File: src/rtl/div_arb_seq.sv
// Two-port arbitrated 64/32 signed divider, one restoring step per cycle.
// Results are registered and held until the next completion.
module div_arb_seq #(
    parameter bit RR_INIT = 1'b0
) (
    input  logic        clk,
    input  logic        rst_n,
    input  logic        req0,
    input  logic        req1,
    input  logic [63:0] a0,
    input  logic [63:0] a1,
    input  logic [31:0] b0,
    input  logic [31:0] b1,
    output logic        ack0,
    output logic        ack1,
    output logic        busy,
    output logic        done,
    output logic        done_id,
    output logic [31:0] q,
    output logic [31:0] r,
    output logic        dz,
    output logic        dov
);

    typedef enum logic [2:0] {IDLE, LOAD, RUN, FIX, DONE} state_t;

    state_t      state, state_nxt;
    logic        gid, prio, gport;
    logic [63:0] a_reg;
    logic [31:0] b_reg;
    logic        sa, sb;
    logic [32:0] bmag;
    logic [96:0] work, work_nxt, sh;
    logic [5:0]  cnt;

    logic [63:0] amag_c;
    logic [32:0] bext, bmag_c;
    logic [63:0] qmag;
    logic        neg, ov;
    logic [31:0] q_c, r_c;

    assign ack0 = (state == LOAD) && !gid;
    assign ack1 = (state == LOAD) && gid;
    assign busy = (state != IDLE);
    assign done = (state == DONE);

    // On a tie the pointer names the port that was not granted last.
    assign gport = (req0 && req1) ? prio : req1;

    always_ff @(posedge clk or negedge rst_n) begin
        if (!rst_n) state <= IDLE;
        else        state <= state_nxt;
    end

    always_comb begin
        state_nxt = state;
        unique case (state)
            IDLE: if (req0 || req1) state_nxt = LOAD;
            LOAD: state_nxt = (b_reg == 32'd0) ? DONE : RUN;
            RUN:  if (cnt == 6'd63) state_nxt = FIX;
            FIX:  state_nxt = DONE;
            DONE: state_nxt = IDLE;
            default: state_nxt = IDLE;
        endcase
    end

    always_comb begin
        amag_c = a_reg[63] ? (~a_reg + 64'd1) : a_reg;
        bext   = {b_reg[31], b_reg};
        bmag_c = b_reg[31] ? (~bext + 33'd1) : bext;
        sh       = {work[95:0], 1'b0};
        work_nxt = sh;
        if (sh[96:64] >= bmag)
            work_nxt = {sh[96:64] - bmag, sh[63:1], 1'b1};
        qmag = work[63:0];
        neg  = sa ^ sb;
        q_c  = neg ? (~qmag[31:0] + 32'd1) : qmag[31:0];
        r_c  = sa ? (~work[95:64] + 32'd1) : work[95:64];
        ov   = neg ? (qmag > 64'h0000_0000_8000_0000)
                   : (qmag > 64'h0000_0000_7FFF_FFFF);
    end

    always_ff @(posedge clk or negedge rst_n) begin
        if (!rst_n) begin
            gid     <= 1'b0;
            prio    <= RR_INIT;
            a_reg   <= '0;
            b_reg   <= '0;
            sa      <= 1'b0;
            sb      <= 1'b0;
            bmag    <= '0;
            work    <= '0;
            cnt     <= '0;
            q       <= '0;
            r       <= '0;
            dz      <= 1'b0;
            dov     <= 1'b0;
            done_id <= 1'b0;
        end else begin
            unique case (state)
                IDLE: begin
                    if (req0 || req1) begin
                        gid   <= gport;
                        prio  <= ~gport;
                        a_reg <= gport ? a1 : a0;
                        b_reg <= gport ? b1 : b0;
                    end
                end
                LOAD: begin
                    sa   <= a_reg[63];
                    sb   <= b_reg[31];
                    bmag <= bmag_c;
                    work <= {33'd0, amag_c};
                    cnt  <= '0;
                    if (b_reg == 32'd0) begin
                        q       <= '0;
                        r       <= '0;
                        dz      <= 1'b1;
                        dov     <= 1'b0;
                        done_id <= gid;
                    end
                end
                RUN: begin
                    work <= work_nxt;
                    cnt  <= cnt + 6'd1;
                end
                FIX: begin
                    q       <= q_c;
                    r       <= r_c;
                    dz      <= 1'b0;
                    dov     <= ov;
                    done_id <= gid;
                end
                default: ;
            endcase
        end
    end

endmodule

File: config.mk
export PLATFORM = sky130hd
export DESIGN_NAME = div_arb_seq
export DESIGN_NICKNAME = d
export VERILOG_FILES = /design/src/rtl/div_arb_seq.sv
export SDC_FILE = /design/constraint.sdc
export NUM_CORES = 1
export LEC_CHECK = 0
export BUFFER_PORTS_ARGS = -buffer_cell sky130_fd_sc_hd__buf_2
export CAP_MARGIN = 25
export CORE_UTILIZATION = 31
export DETAILED_ROUTE_END_ITERATION = 8
export GPL_TIMING_DRIVEN = 1
export PLACE_DENSITY_LB_ADDON = 0.1
export SYNTH_ARGS = -nofsm -noshare
export SYNTH_HDL_FRONTEND = slang
export SYNTH_SLANG_ARGS = --single-unit
File: constraint.sdc
create_clock -name clk -period 5.1 [get_ports clk]
set_clock_uncertainty 0.05 [all_clocks]
set_input_delay 0 -clock clk [delete_from_list [all_inputs] [get_ports clk]]
set_output_delay 0 -clock clk [all_outputs]
set_load 0.005 [all_outputs]
==> impl_metrics.json <==
{
  "status": "finished clean",
  "dieWidth_um": 239,
  "grt_pass1_vias": 15400,
  "first_pass_iters": 6,
  "synth_area_um2": 17400,
  "netlist.area_leader.share_pct": 43.8,
  "antenna_found_initial": 1,
  "period_needed_ns": 3.68,
  "p_leak_nw": 9.99,
  "synth-async-reset-ratio_pct": 100,
  "synth.distinct_cells": 66,
  "crit_path_max_incr_delay_ns": 0.88,
  "final_common_cell": "o21ai_0",
  "fmax_ghz": 0.272,
  "cts_buffers": 39,
  "start_util_pct": 31.5,
  "dieArea_um2": 57200,
  "largest_reg_flops": 96,
  "drt_wl_total_mm": 54.4,
  "drc": 0,
  "switching_share_pct": 44.4,
  "postSynthCellCount": 1964,
  "port_buffers": 266,
  "yosysTopAreaCell": "dfrtp_1",
  "antenna_cells": 0,
  "fp.coreArea_um2": 55300,
  "grt_usage_pct": 19.1,
  "rsz0062_at_grt": "false",
  "cts_max_level": 2,
  "hold_depth": 4,
  "pwr-share-comb_pct": 48.7,
  "p_int_w": 0.00812,
  "hold_end": "a_reg[46]",
  "area_growth_pct": 30.8,
  "final_layout_size_suffix_gt1_share_pct": 16.2,
  "placed_area_um2": 19500,
  "grt_pass1_wl_mm": 87.3,
  "yosys-top-cells-area": "dfrtp_1 44%, o21ai_0 10%, xor2_1 7.1%, nand2_1 6.8%, a22oi_1 6.8%",
  "worstReg2RegEnd": "work[55]",
  "rr_startpoint": "a_reg[11]",
  "synthFlopType": "dfrtp_1",
  "gp_congestion": 0.862,
  "nets": 2598,
  "setup_viol_count_final": 0,
  "dieHeight_um": 239,
  "synth-edff-count": 0,
  "drtAntennaViolNets": 0,
  "holdCritPathClass": "in2reg",
  "root_buffer": "clkbuf_16",
  "worstSetupPathType": "reg2reg",
  "dp_hpwl_mm": 37.8,
  "routed_via_density": 5.07,
  "clk_pin_slew_worst_paths_ns": 0.06,
  "grt_max_degree": 155,
  "cts-resized-gates": 0,
  "ys_ff_latch": 305,
  "post-route-period-util_pct": 72.1,
  "p_per_area_nw_per_um2": 641,
  "cts_hold_buf": 198,
  "clk_latency_ns": 0.56,
  "relSlewSlack_pct": 35.9,
  "synth_nets": 2199,
  "worstPathCellList": "or3_1 -> nor4_4 -> nand4_1 -> nor4_1 -> nand2_1 -> o41ai_1 -> xor2_1 -> o21ai_0",
  "crit_fanout": 8,
  "vias": 15900,
  "yosys_warnings": 0,
  "switchingPower_w": 0.00649,
  "post-cts-setup-buffer-count": 0,
  "ir_drop_mv": 0.354,
  "tightest_slew_ns": 0.961,
  "rows": 86,
  "clock_path_buffers": 3,
  "drv_cap": 0,
  "overflow": 0,
  "postLayoutCellArea_um2": 22800,
  "final_cell_mix": "356 x o21ai_0, 317 x nand2_1, 304 x dfrtp_1",
  "cp-start-kind": "flip-flop",
  "avgRoutedWirePerCell_um": 17.3,
  "avgSynthCellArea_um2": 8.87,
  "min_from": "a1[46]",
  "required_ns": 5.45,
  "cp_slowest_cell": "nor4_1",
  "hold_viol": 0,
  "hold_ws_ns": 0.240,
  "drtIter0Drc": 837,
  "p_seq_share_pct": 32.4,
  "endpoint_kind": "flip-flop",
  "reg2reg_setup_slack_ns": 1.42,
  "maxSlewViolCount": 0,
  "p_clk_share_pct": 19.0,
  "worstPathArrival_ns": 4.03,
  "reg2reg_depth": 8,
  "ys_seq_area_share_pct": 43.8,
  "ioPinCount": 267,
  "nFillCells": 5633,
  "cts_tree": "done",
  "cts.sinks": 305,
  "tns_ns": 0
}
-- final cells by class --
cell class	count	area (um^2)	share of cell area, %
multi-input combinational	1476	9160	40.2
sequential	305	7630	33.5
timing repair buffer	486	3570	15.7
clock buffer	58	1170	5.13
tap	748	936	4.11
inverter	55	206	0.906
clock inverter	10	118	0.516
-- cells in the mapped netlist, types with 10 or more instances --
cell and instances:
a22oi_1 158, nor2b_1 10, xnor2_1 36, o41ai_1 18, nor2_1 49, dfrtp_1 305, or4_1 16, nand4_1 14
nand3_1 26, o21ai_1 11, nand2_1 317, inv_1 54, nand2b_1 10, clkbuf_1 118, o21ai_0 356, a21oi_1 43
buf_1 10, o31ai_1 42, ha_1 38, nor4_1 14, xor2_1 142, nor3_1 20, or3_1 24
-- power groups by stage --
| stage | Clock (W) | Sequential (W) | Combinational, W |
|---|---|---|---|
| after global placement | 0 | 0.00473 | 0.00682 |
| after detailed placement | 0 | 0.00477 | 0.00691 |
| after floorplan | 0 | 0.00434 | 0.00502 |
| after CTS | 0.00288 | 0.00473 | 0.00718 |
| after global routing | 0.00297 | 0.00492 | 0.00807 |
| final | 0.00277 | 0.00473 | 0.00711 |
-- cells by family (layout without fill, tap and decap cells) --
family	Yosys count	after routing	synth area share (%)
simple gates	549	549	14.9
fa+ha+maj	39	39	2.84
compound gates	697	697	24.7
buf+inv	183	609	3.94
xor+xnor	178	178	8.95
mux	13	13	0.776
flops	305	305	43.8
-- per-layer routing --
layer / global-route usage (%) / wire (um)
met5: 0 / 0
met4: 4.10 / 788
met3: 3.05 / 2560
met2: 28.5 / 23600
met1: 28.8 / 27500
-- worst max path at each step --
stage,start,end,slack (ns),cells after the start
after CTS,a_reg[11],work[55],1.48,8
after global routing,work[66],work[94],1.20,10
after detailed placement,a_reg[11],work[55],1.51,8
after global placement,a_reg[11],work[55],1.55,8
final,a_reg[11],work[55],1.42,8
after floorplan,work[77],r[31],2.08,9
-- worst max-delay path, delay by kind of cell (launching register included) --
family | cells | cell delay [ns]
compound gates | 2 | 0.53
xor+xnor | 1 | 0.18
flops | 1 | 0.42
simple gates | 5 | 2.34
-- through the flow --
stage	std cells	total power (W)	utilization [%]	worst slack, ns
floorplan	1964	0.00936	-	2.08
finish	3138	0.0146	41.2	1.42
CTS	3137	0.0148	41.2	1.48
global route	3138	0.0160	41.2	1.20
global placement	2869	0.0115	35.2	1.55
detailed placement	2871	0.0117	35.2	1.51
Power figures use the tool's default switching activity.
